`config.mk`:
```
export PLATFORM = sky130hd
export DESIGN_NAME = interrupt_vector_sequencer
export DESIGN_NICKNAME = d
export VERILOG_FILES = /design/src/rtl/interrupt_vector_sequencer.sv
export SDC_FILE = /design/constraint.sdc
export NUM_CORES = 1
export LEC_CHECK = 0
export ABC_CLOCK_PERIOD_IN_PS = 1400
export CORE_MARGIN = 4
export CORE_UTILIZATION = 35
export CTS_BUF_LIST = sky130_fd_sc_hd__clkbuf_16
export DETAILED_ROUTE_END_ITERATION = 7
export PLACE_DENSITY_LB_ADDON = 0.2
export SLEW_MARGIN = 20
export SYNTH_ARGS = -nofsm -noshare
export SYNTH_HDL_FRONTEND = slang
export SYNTH_SLANG_ARGS = --single-unit
export TNS_END_PERCENT = 50
```
`constraint.sdc`:
```
create_clock -name fclk -period 1.4 [get_ports fclk]
set_clock_uncertainty 0.1 [all_clocks]
set_input_delay 0.14 -clock fclk [delete_from_list [all_inputs] [get_ports fclk]]
set_output_delay 0.14 -clock fclk [all_outputs]
set_load 0.02 [all_outputs]
```
`src/rtl/interrupt_vector_sequencer.sv`:
```
// Interrupt/reset vector sequencer: synchronises resb/irqb/nmib, runs the post-reset
// sequence and arbitrates NMI/IRQ at instruction boundaries into a valid/ack vector request.
module interrupt_vector_sequencer #(
    parameter int unsigned SYNC_STAGES  = 2,
    parameter int unsigned RESET_CYCLES = 7,
    parameter int unsigned CNT_W        = 4
) (
    input  logic       fclk,
    input  logic       resb,
    input  logic       irqb,
    input  logic       nmib,
    input  logic       i_flag,
    input  logic       sync,
    input  logic       rdy,
    input  logic       wai_active,
    input  logic       vec_ack,
    output logic [4:0] vector_operations,
    output logic       vec_valid,
    output logic       int_take,
    output logic       wake,
    output logic       set_i,
    output logic       clr_d,
    output logic       b_clear
);

    typedef enum logic [2:0] {
        StRstHold,
        StRstReq,
        StRstStack,
        StRun,
        StVecReq
    } state_e;

    localparam logic [CNT_W-1:0] CntLast = CNT_W'(RESET_CYCLES - 1);

    state_e                 state_q, state_d;
    logic [CNT_W-1:0]       cnt_q, cnt_d;
    logic [SYNC_STAGES-1:0] irq_sync_q, nmi_sync_q;
    logic                   nmi_prev_q;
    logic                   nmi_pending_q, nmi_pending_d;
    logic                   src_nmi_q, src_nmi_d;
    logic                   pulse_q, pulse_d;
    logic                   woke_q, woke_d;

    logic irq_sync, nmi_sync, nmi_edge, irq_active;

    assign irq_sync   = irq_sync_q[SYNC_STAGES-1];
    assign nmi_sync   = nmi_sync_q[SYNC_STAGES-1];
    assign nmi_edge   = nmi_prev_q & ~nmi_sync;
    assign irq_active = ~irq_sync & ~i_flag;

    assign set_i = pulse_q;
    assign clr_d = pulse_q;

    // Synchronisers and the NMI edge history keep running regardless of rdy.
    always_ff @(posedge fclk or negedge resb) begin
        if (!resb) begin
            irq_sync_q <= '1;
            nmi_sync_q <= '1;
            nmi_prev_q <= 1'b1;
        end else begin
            irq_sync_q <= {irq_sync_q[SYNC_STAGES-2:0], irqb};
            nmi_sync_q <= {nmi_sync_q[SYNC_STAGES-2:0], nmib};
            nmi_prev_q <= nmi_sync;
        end
    end

    always_ff @(posedge fclk or negedge resb) begin
        if (!resb) begin
            state_q       <= StRstHold;
            cnt_q         <= '0;
            nmi_pending_q <= 1'b0;
            src_nmi_q     <= 1'b0;
            pulse_q       <= 1'b0;
            woke_q        <= 1'b0;
        end else begin
            state_q       <= state_d;
            cnt_q         <= cnt_d;
            nmi_pending_q <= nmi_pending_d;
            src_nmi_q     <= src_nmi_d;
            pulse_q       <= pulse_d;
            woke_q        <= woke_d;
        end
    end

    always_comb begin
        state_d           = state_q;
        cnt_d             = cnt_q;
        src_nmi_d         = src_nmi_q;
        pulse_d           = 1'b0;
        woke_d            = woke_q;
        nmi_pending_d     = nmi_pending_q;
        vector_operations = 5'b00000;
        vec_valid         = 1'b0;
        b_clear           = 1'b0;
        int_take          = 1'b0;
        wake              = 1'b0;

        unique case (state_q)
            StRstHold: begin
                if (rdy) begin
                    if (cnt_q == CntLast) begin
                        state_d = StRstReq;
                        cnt_d   = '0;
                    end else begin
                        cnt_d = cnt_q + 1'b1;
                    end
                end
            end
            StRstReq: begin
                vector_operations = 5'b11000;
                vec_valid         = 1'b1;
                if (rdy && vec_ack) state_d = StRstStack;
            end
            StRstStack: begin
                vector_operations = 5'b00001;
                vec_valid         = 1'b1;
                if (rdy) begin
                    state_d = StRun;
                    pulse_d = 1'b1;
                end
            end
            StRun: begin
                if (rdy && sync && (nmi_pending_q || irq_active)) begin
                    int_take  = 1'b1;
                    src_nmi_d = nmi_pending_q;
                    state_d   = StVecReq;
                end
                // WAI release ignores the I flag; vectoring still obeys it.
                if (rdy && wai_active && !woke_q && (!irq_sync || nmi_pending_q)) wake = 1'b1;
            end
            StVecReq: begin
                vector_operations = src_nmi_q ? 5'b10100 : 5'b10010;
                vec_valid         = 1'b1;
                b_clear           = 1'b1;
                if (rdy && vec_ack) begin
                    state_d = StRun;
                    pulse_d = 1'b1;
                end
            end
            default: state_d = StRstHold;
        endcase

        if (wake) begin
            woke_d = 1'b1;
        end else if (!wai_active) begin
            woke_d = 1'b0;
        end

        // A fresh edge on the ack cycle wins over the clear so it is not lost.
        if (state_q == StRstHold) begin
            nmi_pending_d = 1'b0;
        end else if (nmi_edge) begin
            nmi_pending_d = 1'b1;
        end else if (state_q == StVecReq && src_nmi_q && rdy && vec_ack) begin
            nmi_pending_d = 1'b0;
        end
    end

endmodule

```
==> results of run 1 <==
layer usage:
metal	routed length (um)	part of all wire [%]	vias up
li1	-	-	350
met1	826	44	340
met2	931	50	17
met3	84	4.5	4
met4	32	1.7	0
met5	0	0	-
registers in the layout, indices dropped and copies added, names as in the netlist:
signal,flops
woke_q,1
nmi_pending_q,1
irq_sync_q,2
cnt_q,4
clr_d,1
state_q,3
src_nmi_q,1
nmi_sync_q,2
nmi_prev_q,1
timing repair:
| action | CTS | global route |
|---|---|---|
| endpoints found under the setup margin | 16 | 15 |
| pin swaps | 6 | 3 |
| gates resized for setup | 57 | 7 |
| buffers inserted | 7 | 2 |
worst max-delay path by stage:
stage                                 from               endpoint  slack [ns]
floorplan           state_q[2]$_DFFE_PN0P_  src_nmi_q$_DFFE_PN0P_       -0.04
global placement                       rdy                   wake       -0.52
detailed placement                     rdy                   wake       -0.53
CTS                 state_q[0]$_DFFE_PN0P_   cnt_q[2]$_DFFE_PN0P_       -0.13
global route        state_q[0]$_DFFE_PN0P_   cnt_q[1]$_DFFE_PN0P_       -0.22
finish              state_q[0]$_DFFE_PN0P_   cnt_q[1]$_DFFE_PN0P_       -0.13
report_power, final:
group / total, mW / leakage [nW] / switching [mW] / internal, mW
Combinational: 1.29 / 0.386 / 0.552 / 0.739
Clock: 0.553 / 0.0385 / 0.174 / 0.379
Sequential: 0.778 / 0.185 / 0.168 / 0.610
Total: 2.62 / 0.610 / 0.894 / 1.73
per-stage QoR:
| step | std cells | hold slack, ns | power (mW) |
|---|---|---|---|
| detailed placement | 131 | 0.248 | 1.87 |
| global placement | 131 | 0.246 | 1.86 |
| global route | 144 | 0.132 | 2.78 |
| floorplan | 75 | -0.256 | 1.46 |
| CTS | 142 | 0.114 | 2.57 |
| finish | 144 | 0.111 | 2.62 |
cell type report:
type,instances,share of cell area [%]
tap,28,2.65
sequential,16,30.9
clock inverter,1,0.284
clock buffer,3,5.69
timing repair buffer,42,28.4
inverter,4,1.14
multi-input combinational,50,30.9
cell families (layout without fill, tap and decap cells):
kind of cell | Yosys count | after routing | share of synthesized area, %
simple gates | 27 | 27 | 22.5
compound gates | 16 | 16 | 13.7
flops | 16 | 16 | 49.1
buf+inv | 9 | 50 | 5.89
mux | 5 | 5 | 6.65
xor+xnor | 2 | 2 | 2.12
cells in the final DEF, fill, tap and decap left out, drive strengths merged, types with 2 or more instances in the layout:
master / Yosys / final
nor2: 7 / 7
dfrtp: 11 / 11
dlygate4sd2: 0 / 2
nand2b: 4 / 4
nor2b: 2 / 2
clkbuf: 0 / 3
and4b: 2 / 2
nand4: 2 / 2
dfstp: 5 / 5
a31oi: 4 / 4
inv: 4 / 4
nand2: 3 / 3
buf: 5 / 32
clkdlybuf4s50: 0 / 8
a21oi: 4 / 4
mux2: 4 / 4
==> results.md, run 1 <==
- Relative to the synthesized area, the layout overhead comes to 59.4%.
- The routability congestion estimate from global placement is about 0.82.
- Once detail routing completed, the nets flagged for antenna violations numbered 0.
- In this run, synthesis produced a sequential element count of 16.
- The sum of net half-perimeters after detailed placement is 1240 um.
- For this design the static power due to leakage is 0.610 nW.
- The number of design rule violations left after detail routing is 0.
- The post-layout instance area is ~1300 um^2.
- The most used flip-flop cell after synthesis is dfrtp_1.
- The ratio of routed vias to standard cells is ~4.9.
- The iteration count of the initial detailed-routing pass is 4.
- Ranked by instance count, the synthesized netlist is headed by dfrtp_1, nor2_1, dfstp_2.
- The final setup violation count is 13.
- After global routing the overflow that remains totals 0.
- The share of the synthesized area in the top cell type is 33.2%.
- The number of cells produced by synthesis is 75.
- The worst setup path is captured at a flip-flop.
- In the final layout, the share of cells above drive strength 1 is 46.6%.
- Once the floorplan was initialized, standard cells occupied a little under two fifths of the core.
- The number of sinks driven by the clock tree is 16.
- The standard cell with the maximum stage delay on the critical path is dfrtp_1.
- For the worst setup path, the data required time is about 1.5 ns.
- The initial antenna violation count is 0.
- The layer flagged by global routing as most heavily used is met2.
- The number of core rows is 17.
- VDD sags by at most 1720 uV.
- Before CTS, the worst setup slack after placement is -0.528 ns.
- The antenna diode count is 0.
- The setup slack of the most critical reg-to-reg path is -0.13 ns.
- The count of flip-flops with a built-in enable after synthesis is 0.
- 20 I/O pins were placed.
- The maximum buffer depth of the clock tree is 2.
- The critical path contains buffers and inverters numbering 2 combined.
- Across all setup checks in the final design, the least slack found is -0.128 ns.
- By instance count, the leading cell after synthesis is dfrtp_1.
- The worst slew slack as a fraction of its limit is 75.5%.
- TritonCTS created 3 clock buffers.
- In the global route stage, overall resource usage came out at 12.3%.
- Data arrives at the worst endpoint at between 1.5 and 2 ns.
- The number of H-tree levels is 1.
- The mapped netlist covers between 800 and 900 um^2.
- The number of cells on the worst reg-to-reg path is 5.
- The cell type group with the largest total delay on the critical path is flip-flops.
- In this run the critical register-to-register path is captured at cnt_q[1]$_DFFE_PN0P_.
- The count of port buffers added during placement is 19.
- The number of distinct standard cells referenced by the synthesized netlist is 34.
- The core box area is 2230 um^2.
- Walking the worst path, the cells encountered are buf_6 -> nor4b_4 -> buf_4 -> a21oi_2 -> a31oi_1.
- Measured along the x axis, the die boundary spans 56.6 um.
- The startpoint of the lowest-slack register-to-register path is state_q[0]$_DFFE_PN0P_.
- Yosys attributes the largest share of cell area to dfrtp_1, dfstp_2, mux2_2, nor2_1, a31oi_1.
- The net count of the mapped netlist is 84.
- The die area is 3210 um^2.
- Setup repair after global routing could not meet its margin everywhere.
- The routed layout has slightly above 700 vias.
- Hold repair after CTS inserted 0 buffers.
- The path category of the worst min-delay check is in2async.
- The later pin in the worst-skew pair is clocked with a latency of between 0.2 and 0.25 ns.
- On the worst path, the slowest cell contributes a delay of 0.42 ns.
- The final critical path takes up 109% of the cycle.
- The number of violations reported at the end of detailed-routing iteration 0 is 19.
- In the synthesized netlist the async set-or-reset flop fraction comes to 100%.
- In this run the number of cells on the critical path is 5.
- The die is 56.6 um tall.
- The register area is 408 um^2.
- Summed over all layers, the routed wires come to 1880 um.
- The final reports fail on setup timing.
- The number of maximum-capacitance constraint violations is 0.
- For the final routed database, the setup TNS stands at -1.08 ns.
- In this run the clock root is driven by a clkbuf_16.
- During synthesis, Yosys emitted a total of 0 warnings.
- For this run, the top clock speed supported by timing is 654 MHz.
- The first global-routing pass estimated 3080 um of wire.
- At the end of the flow the core is filled with cells to 59.1%.
- The number of filler cells placed in the layout is between 150 and 200.
- Entering global routing, the biggest net connects 17 pins.
- The critical setup path kind is reg2reg.
- Clock-pin slew was measured on the worst setup and hold paths at ~0.05 ns.
- The via count of the first global-routing pass was 670.
- The flow ran to the end, but the final reports show violations.
- After the last flow step, the layout net total stands at 126.
- The startpoint class of the critical path is a flip-flop.
- The power per unit of standard cell area is 1990 nW/um^2.
- TritonCTS built the clock tree.
- The global routing usage on met1 is about 15%.
- Each instance of the synthesized netlist takes up on average 11.0 um^2.
- For the pin with the worst max-slew slack, the measured transition is between 0.3 and 0.4 ns.
- In the final layout, the multi-input gates occupy 408 um^2.
- The met2 track demand over resource is 19.8%.
- The placed instances occupy a cell area of between 1000 and 1500 um^2.
- After detailed routing, the average wire length per cell comes to 13.0 um.
- Of all cell types, the one taking the most synthesized area is dfrtp_1.
- The sequential share of the synthesized area is 49.1%.
- The total count of max-transition violations in the final report is 0.
- The met3 routing resource usage after global routing is 3.68%.
- The final hold violation count was 0.
- Along the worst path, the maximum fanout reaches 5.
- The worst path in the final design needs a cycle of 1.53 ns, including I/O delays and setup.
(Power assumes the default switching activity.)
==> inputs of run 2 (changes only) <==
--- a/config.mk
+++ b/config.mk
@@ -6,6 +6,7 @@
 export NUM_CORES = 1
 export LEC_CHECK = 0
 export ABC_CLOCK_PERIOD_IN_PS = 1400
+export CAP_MARGIN = 20
 export CORE_MARGIN = 4
 export CORE_UTILIZATION = 35
 export CTS_BUF_LIST = sky130_fd_sc_hd__clkbuf_16
==> results of run 2 <==
No change in the layout: final DEF, timing and power equal those of run 1.
